[config.mk]
export PLATFORM = sky130hd
export DESIGN_NAME = rsp_lden32_wctl_flat
export DESIGN_NICKNAME = d
export VERILOG_FILES = /design/src/rtl/rsp_lden_pkg.sv /design/src/rtl/rsp_lden32_wctl_if.sv /design/src/rtl/rsp_lden32_dec.sv /design/src/rtl/rsp_lden32_wctl.sv /design/src/flat_wrapper.sv
export SDC_FILE = /design/constraint.sdc
export NUM_CORES = 1
export LEC_CHECK = 0
export BUFFER_PORTS_ARGS = -buffer_cell sky130_fd_sc_hd__buf_2
export CORE_AREA = 3 3 98 76
export CTS_BUF_LIST = sky130_fd_sc_hd__clkbuf_4 sky130_fd_sc_hd__clkbuf_8
export DETAILED_ROUTE_END_ITERATION = 8
export DIE_AREA = 0 0 101 79
export GPL_TIMING_DRIVEN = 0
export PLACE_DENSITY = 0.9
export SKIP_LAST_GASP = 1
export SLEW_MARGIN = 10
export SYNTH_ARGS = -nofsm -noshare
export SYNTH_HDL_FRONTEND = slang
export SYNTH_HIERARCHICAL = 1
export SYNTH_SLANG_ARGS = --single-unit
[constraint.sdc]
create_clock -name clk -period 3.6 [get_ports clk]
set_input_delay 0.54 -clock clk [delete_from_list [all_inputs] [get_ports clk]]
set_output_delay 0.54 -clock clk [all_outputs]
set_load 0.02 [all_outputs]
[src/rtl/rsp_lden_pkg.sv]
// Shared sizing and state encoding for the RSP latch register-file write controller.
package rsp_lden_pkg;

  localparam int unsigned RSP_RF_ENTRIES = 32;
  localparam int unsigned RSP_RF_AW      = 5;
  localparam int unsigned RSP_RF_DW      = 32;

  typedef enum logic {
    CLEAR,
    RUN
  } lden_state_t;

endpackage

[src/rtl/rsp_lden32_wctl_if.sv]
// Requester handshakes plus the register-file write port of rsp_lden32_wctl.
interface rsp_lden32_wctl_if;
  import rsp_lden_pkg::*;

  logic                      su_req;
  logic [RSP_RF_AW-1:0]      su_addr;
  logic [RSP_RF_DW-1:0]      su_data;
  logic                      su_gnt;
  logic                      dma_req;
  logic [RSP_RF_AW-1:0]      dma_addr;
  logic [RSP_RF_DW-1:0]      dma_data;
  logic                      dma_gnt;
  logic [RSP_RF_ENTRIES-1:0] wr_ld_bar;
  logic [RSP_RF_DW-1:0]      wr_data;
  logic                      clr_done;

  // Requesters and the register-file side.
  modport master (
    output su_req, su_addr, su_data, dma_req, dma_addr, dma_data,
    input  su_gnt, dma_gnt, wr_ld_bar, wr_data, clr_done
  );

  // The write controller.
  modport slave (
    input  su_req, su_addr, su_data, dma_req, dma_addr, dma_data,
    output su_gnt, dma_gnt, wr_ld_bar, wr_data, clr_done
  );

endinterface

[src/rtl/rsp_lden32_dec.sv]
// 5-to-32 active-low one-hot load decoder; entry 0 is hardwired zero and never loads.
module rsp_lden32_dec
  import rsp_lden_pkg::*;
(
  input  logic                      en,
  input  logic [RSP_RF_AW-1:0]      addr,
  output logic [RSP_RF_ENTRIES-1:0] ld_bar
);

  // Drive a single low bit for the addressed entry when enabled.
  always_comb begin
    ld_bar = '1;
    if (en && (addr != '0)) begin
      ld_bar[addr] = 1'b0;
    end
  end

endmodule

[src/rtl/rsp_lden32_wctl.sv]
// Write-port controller: post-reset clear walk of entries 1..31, then su/dma
// arbitration with dma starvation protection, registered one-hot load vector.
module rsp_lden32_wctl
  import rsp_lden_pkg::*;
#(
  parameter int unsigned STARVE_LIMIT = 4
) (
  input  logic                clk,
  input  logic                reset_l,
  input  logic                hold,
  rsp_lden32_wctl_if.slave    bus
);

  localparam int unsigned CW = $clog2(STARVE_LIMIT + 1);
  localparam logic [RSP_RF_AW-1:0] LAST_PTR = RSP_RF_AW'(RSP_RF_ENTRIES - 1);
  localparam logic [CW-1:0] CNT_MAX = '1;

  lden_state_t               state_q, state_d;
  logic [RSP_RF_AW-1:0]      ptr_q, ptr_d;
  logic [CW-1:0]             starve_q, starve_d;
  logic [RSP_RF_ENTRIES-1:0] ld_bar_q, ld_bar_d;
  logic [RSP_RF_DW-1:0]      data_q, data_d;

  logic                      su_gnt, dma_gnt, dma_force;
  logic                      dec_en;
  logic [RSP_RF_AW-1:0]      dec_addr;

  // One decoder serves both the clear pointer and the granted run address.
  rsp_lden32_dec u_dec (
    .en     (dec_en),
    .addr   (dec_addr),
    .ld_bar (ld_bar_d)
  );

  // Next-state, arbitration, starvation counter and write-issue selection.
  always_comb begin
    state_d   = state_q;
    ptr_d     = ptr_q;
    starve_d  = starve_q;
    data_d    = data_q;
    su_gnt    = 1'b0;
    dma_gnt   = 1'b0;
    dma_force = 1'b0;
    dec_en    = 1'b0;
    dec_addr  = ptr_q;
    unique case (state_q)
      CLEAR: begin
        if (!hold) begin
          dec_en   = 1'b1;
          dec_addr = ptr_q;
          data_d   = '0;
          ptr_d    = ptr_q + RSP_RF_AW'(1);
          if (ptr_q == LAST_PTR) state_d = RUN;
        end
      end
      RUN: begin
        if (!hold) begin
          dma_force = (starve_q >= CW'(STARVE_LIMIT));
          su_gnt    = bus.su_req & ~(dma_force & bus.dma_req);
          dma_gnt   = bus.dma_req & ~su_gnt;
          if (su_gnt) begin
            dec_en   = 1'b1;
            dec_addr = bus.su_addr;
            data_d   = bus.su_data;
          end else if (dma_gnt) begin
            dec_en   = 1'b1;
            dec_addr = bus.dma_addr;
            data_d   = bus.dma_data;
          end
          if (dma_gnt || !bus.dma_req) begin
            starve_d = '0;
          end else if (su_gnt && starve_q != CNT_MAX) begin
            starve_d = starve_q + CW'(1);
          end
        end
      end
      default: state_d = CLEAR;
    endcase
  end

  // State and output registers; reset drops any in-flight write and restarts the walk.
  always_ff @(posedge clk or negedge reset_l) begin
    if (!reset_l) begin
      state_q  <= CLEAR;
      ptr_q    <= RSP_RF_AW'(1);
      starve_q <= '0;
      ld_bar_q <= '1;
      data_q   <= '0;
    end else begin
      state_q  <= state_d;
      ptr_q    <= ptr_d;
      starve_q <= starve_d;
      ld_bar_q <= ld_bar_d;
      data_q   <= data_d;
    end
  end

  assign bus.su_gnt    = su_gnt;
  assign bus.dma_gnt   = dma_gnt;
  assign bus.wr_ld_bar = ld_bar_q;
  assign bus.wr_data   = data_q;
  assign bus.clr_done  = (state_q == RUN);

endmodule

[src/flat_wrapper.sv]
// flat-port wrapper written by rule: the top's interface ports become plain ports
module rsp_lden32_wctl_flat import rsp_lden_pkg::*;
#(
  parameter int unsigned STARVE_LIMIT = 4
)
  (clk, reset_l, hold, bus_su_req, bus_su_addr, bus_su_data, bus_dma_req, bus_dma_addr, bus_dma_data, bus_su_gnt, bus_dma_gnt, bus_wr_ld_bar, bus_wr_data, bus_clr_done);
  rsp_lden32_wctl_if bus_i ();
  input  logic clk;
  input  logic reset_l;
  input  logic hold;
  input wire logic [$bits(bus_i.su_req)-1:0] bus_su_req;
  input wire logic [$bits(bus_i.su_addr)-1:0] bus_su_addr;
  input wire logic [$bits(bus_i.su_data)-1:0] bus_su_data;
  input wire logic [$bits(bus_i.dma_req)-1:0] bus_dma_req;
  input wire logic [$bits(bus_i.dma_addr)-1:0] bus_dma_addr;
  input wire logic [$bits(bus_i.dma_data)-1:0] bus_dma_data;
  output wire logic [$bits(bus_i.su_gnt)-1:0] bus_su_gnt;
  output wire logic [$bits(bus_i.dma_gnt)-1:0] bus_dma_gnt;
  output wire logic [$bits(bus_i.wr_ld_bar)-1:0] bus_wr_ld_bar;
  output wire logic [$bits(bus_i.wr_data)-1:0] bus_wr_data;
  output wire logic [$bits(bus_i.clr_done)-1:0] bus_clr_done;
  assign bus_i.su_req = bus_su_req;
  assign bus_i.su_addr = bus_su_addr;
  assign bus_i.su_data = bus_su_data;
  assign bus_i.dma_req = bus_dma_req;
  assign bus_i.dma_addr = bus_dma_addr;
  assign bus_i.dma_data = bus_dma_data;
  assign bus_su_gnt = bus_i.su_gnt;
  assign bus_dma_gnt = bus_i.dma_gnt;
  assign bus_wr_ld_bar = bus_i.wr_ld_bar;
  assign bus_wr_data = bus_i.wr_data;
  assign bus_clr_done = bus_i.clr_done;
  rsp_lden32_wctl #(.STARVE_LIMIT(STARVE_LIMIT)) u_core (.clk(clk), .reset_l(reset_l), .hold(hold), .bus(bus_i));
endmodule
==> results.yml <==
sta:
  hold_ws_ns: 0.4880
  hold_violations: 0
  rsz0062_at_grt: "no"
  fin_skew_ns: 0.009411
  tns_ns: 0
  period_needed_ns: 2.357
  fmax_ghz: 0.4244
  worst_pin_slew_ns: 0.7149
  final_max_slew_viol_count: 0
  maxSlewHeadroom_pct: 52.15
  period_share_pct: 65.46
  finalSetupViolations: 0
setup_path:
  rr_startpoint: "u_core/bus.clr_done$_DFF_PN0_"
  arrival_ns: 1.82
  r2r_setup_slack_ns: 1.31
  end_kind: "primary output"
  regToRegEndpoint: "u_core/bus.wr_ld_bar[16]$_DFF_PN1_"
  worstSetupPathType: "reg -> out"
  ff2ff_path_depth: 6
  critPathLaunchType: "flip-flop"
  crit_end: "bus_dma_gnt"
  worstPathRequired_ns: 3.06
  startpoint: "u_core/bus.clr_done$_DFF_PN0_"
  path_max_fanout: 10
placed_design:
  gp_congestion: 0.7784
  hpwl_um: 6808
  io_buffers: 145
die:
  core-area_um2: 6444
  start_util_pct: 54.49
  dieArea_um2: 7979
  fp.dieH_um: 79
  die_w_um: 101
  io_pins: 146
  rows: 25
synth:
  synth_xor_area_share_pct: 0.7484
  synth_top_family_by_area: "compound AO/OA/AOI/OAI gates"
  synth-main-ff-cell: "dfrtp_1"
  async_reset_ff_share_pct: 100.0
  synth_area_um2: 3511
  synth_compound_area_share_pct: 19.10
  synth-simple-area-share_pct: 13.44
  avgSynthCellArea_um2: 11.59
  synth.area.mux_share_pct: 4.918
  synth_seq_cells: 73
  synth_adder_area_share_pct: 1.426
  synth_seq_area_share_pct: 53.21
  synth_nets: 386
  synth_cell_types: 43
  synth_edf_count: 0
  ys_warn_count: 6
  syn_inst: 303
clock_network:
  ctsResizeCount: 0
  clk_latency_ns: 0.34
  cts_buffer_depth: 2
  h-tree-depth: 3
  cts_setup_buffers: 0
  clock_sinks: 73
  ctsRootBufferMaster: "clkbuf_8"
  cts_tree: "built"
  cts_buffers: 9
  cts.clk_slew.worst_paths_ns: 0.08
routing:
  drt-initial-drc-count: 122
  first_pass_iters: 5
  drt-vias-per-instance: 5.324
  via_count: 2912
  routed_wirelength_um: 9084
  avgRoutedWirePerCell_um: 16.61
  ant_nets: 0
  drc_errors: 0
global_routing:
  grt_overflow: 0
  grt_max_degree: 68
  use_met2_pct: 40.41
  global_route.usage.met3_pct: 5.970
  met1_usage_pct: 28.56
  busiest_layer: "met2"
  grt_pass1_vias: 2963
  grt_pass1_wl_um: 14360
  track_usage_pct: 23.21
  antenna_found_initial: 0
power_and_ir_drop:
  power_density_nw_per_um2: 593.3
  peakVddDrop_mv: 0.3495
  p_leak_uw: 0.002191
layout:
  drive_above_1_share_pct: 53.22
  diodes: 0
  nNetsFinal: 544
  area_delta_synth_final_pct: 29.86
worst_hold_path:
  min_path_type: "in -> reg"
  min_path_cells: 3
outcome:
  status: "finished, final reports clean"
job:
  cap_violations: 0
## registers in the layout, indices dropped and copies added, names as in the netlist
name                  flops
u_core/starve_q           3
u_core/bus.wr_ld_bar     32
u_core/bus.clr_done       1
u_core/ptr_q              5
u_core/bus.wr_data       32
## cell usage in the layout (no fill, tap or decap), types with 2 or more instances in the layout
| master | n |
|---|---|
| nand2b_1 | 3 |
| inv_6 | 3 |
| nand3_1 | 3 |
| and4b_2 | 3 |
| o32ai_2 | 20 |
| and2_1 | 6 |
| and3_1 | 2 |
| nor2b_1 | 2 |
| a21oi_1 | 21 |
| o32ai_1 | 2 |
| a2bb2oi_1 | 5 |
| mux2_2 | 2 |
| a21o_1 | 2 |
| dfrtp_1 | 40 |
| dfstp_2 | 33 |
| buf_6 | 5 |
| mux2i_1 | 15 |
| or2b_1 | 3 |
| nor2_1 | 27 |
| o2bb2ai_1 | 10 |
| buf_4 | 7 |
| clkbuf_1 | 3 |
| inv_4 | 2 |
| clkbuf_8 | 9 |
| ha_1 | 4 |
| buf_2 | 149 |
| xnor2_1 | 2 |
| and4bb_2 | 4 |
| o21ai_0 | 2 |
| inv_1 | 26 |
| nand2_1 | 32 |
## final cells by class
| cell class | instances | area (µm²) |
|---|---|---|
| multi-input cells | 182 | 1395 |
| flip-flops and latches | 73 | 1868 |
| clock buffers | 9 | 123.9 |
| plain buffers | 21 | 146.4 |
| well taps | 81 | 101.3 |
| inverters | 27 | 101.3 |
| fillers | 486 | 1884 |
| clock inverters | 7 | 57.56 |
| repair buffers | 147 | 765.7 |
## synthesized netlist by cell type (all sizes together), types with 3 or more instances
cell type,instances,area (µm²)
o2bb2ai,10,87.58
and4bb,4,50.05
and2,6,37.54
clkbuf,4,16.26
nor2,27,101.4
a21oi,22,113.9
inv,27,101.3
mux2i,15,150.1
a2bb2oi,5,43.79
and4b,3,33.78
nand3,3,15.01
o21ai,4,31.28
nand2b,3,18.77
o32ai,22,342.8
dfrtp,40,1001
dfstp,33,867.1
nand2,32,120.1
ha,4,50.05
or2b,3,22.52
buf,17,130.1
## worst max-delay path, stage by stage (launching register included)
cell      delay (ns)
dfrtp_1         0.43
and2b_1         0.15
buf_4           0.15
clkbuf_1        0.37
and3_1          0.22
buf_2           0.16
## metrics by stage
| step | total power (µW) | instance area [µm²] | utilization, % | std cells | setup slack, ns |
|---|---|---|---|---|---|
| after floorplan | 1781 | 3511 | - | 303 | 1.617 |
| after global placement | 2062 | 4338 | 67.32 | 529 | 1.149 |
| final | 2705 | 4559 | 70.76 | 547 | 1.243 |
| after detailed placement | 2115 | 4368 | 67.79 | 530 | 1.025 |
| after global routing | 2866 | 4559 | 70.76 | 547 | 1.095 |
| after CTS | 2722 | 4559 | 70.76 | 547 | 1.206 |
## metal layers
metal / vias up / wire [µm]
met2: 120 / 4641
met3: 8 / 663
li1: 1367 / -
met4: 0 / 97
met5: - / 0
met1: 1417 / 3682
## worst min path at each step
stage | from | end | slack [ns]
4_1_cts | bus_su_data[31] | u_core/bus.wr_data[31]$_DFFE_PN0P_ | 0.47
5_1_grt | bus_su_data[13] | u_core/bus.wr_data[13]$_DFFE_PN0P_ | 0.49
6_report | bus_su_data[31] | u_core/bus.wr_data[31]$_DFFE_PN0P_ | 0.49
2_1_floorplan | reset_l | u_core/bus.clr_done$_DFF_PN0_ | 0.24
3_5_place_dp | reset_l | u_core/bus.wr_data[24]$_DFFE_PN0P_ | 0.37
3_3_place_gp | u_core/bus.wr_data[31]$_DFFE_PN0P_ | u_core/bus.wr_data[31]$_DFFE_PN0P_ | 0.47
## logic make-up (layout without fill, tap and decap cells)
kind of cell,after synthesis,in the layout
mux,17,17
simple gates,89,89
compound gates,68,68
flops,73,73
other cells,1,1
fa+ha+maj,4,4
buf+inv,48,211
xor+xnor,3,3
## report_power, final
group	internal, µW	total [µW]	switching (µW)	leakage, µW
Combinational	393	1020	622	0.00121
Sequential	997	1100	102	0.000884
Clock	263	591	329	0.0000934
Total	1650	2710	1050	0.00219
## repair_timing
action / in CTS / in global routing
endpoints found under the hold margin: 1 / 0
endpoints found under the setup margin: 0 / 0
hold buffers: 1 / 0
Note: power is estimated with default switching activity, not from simulation.
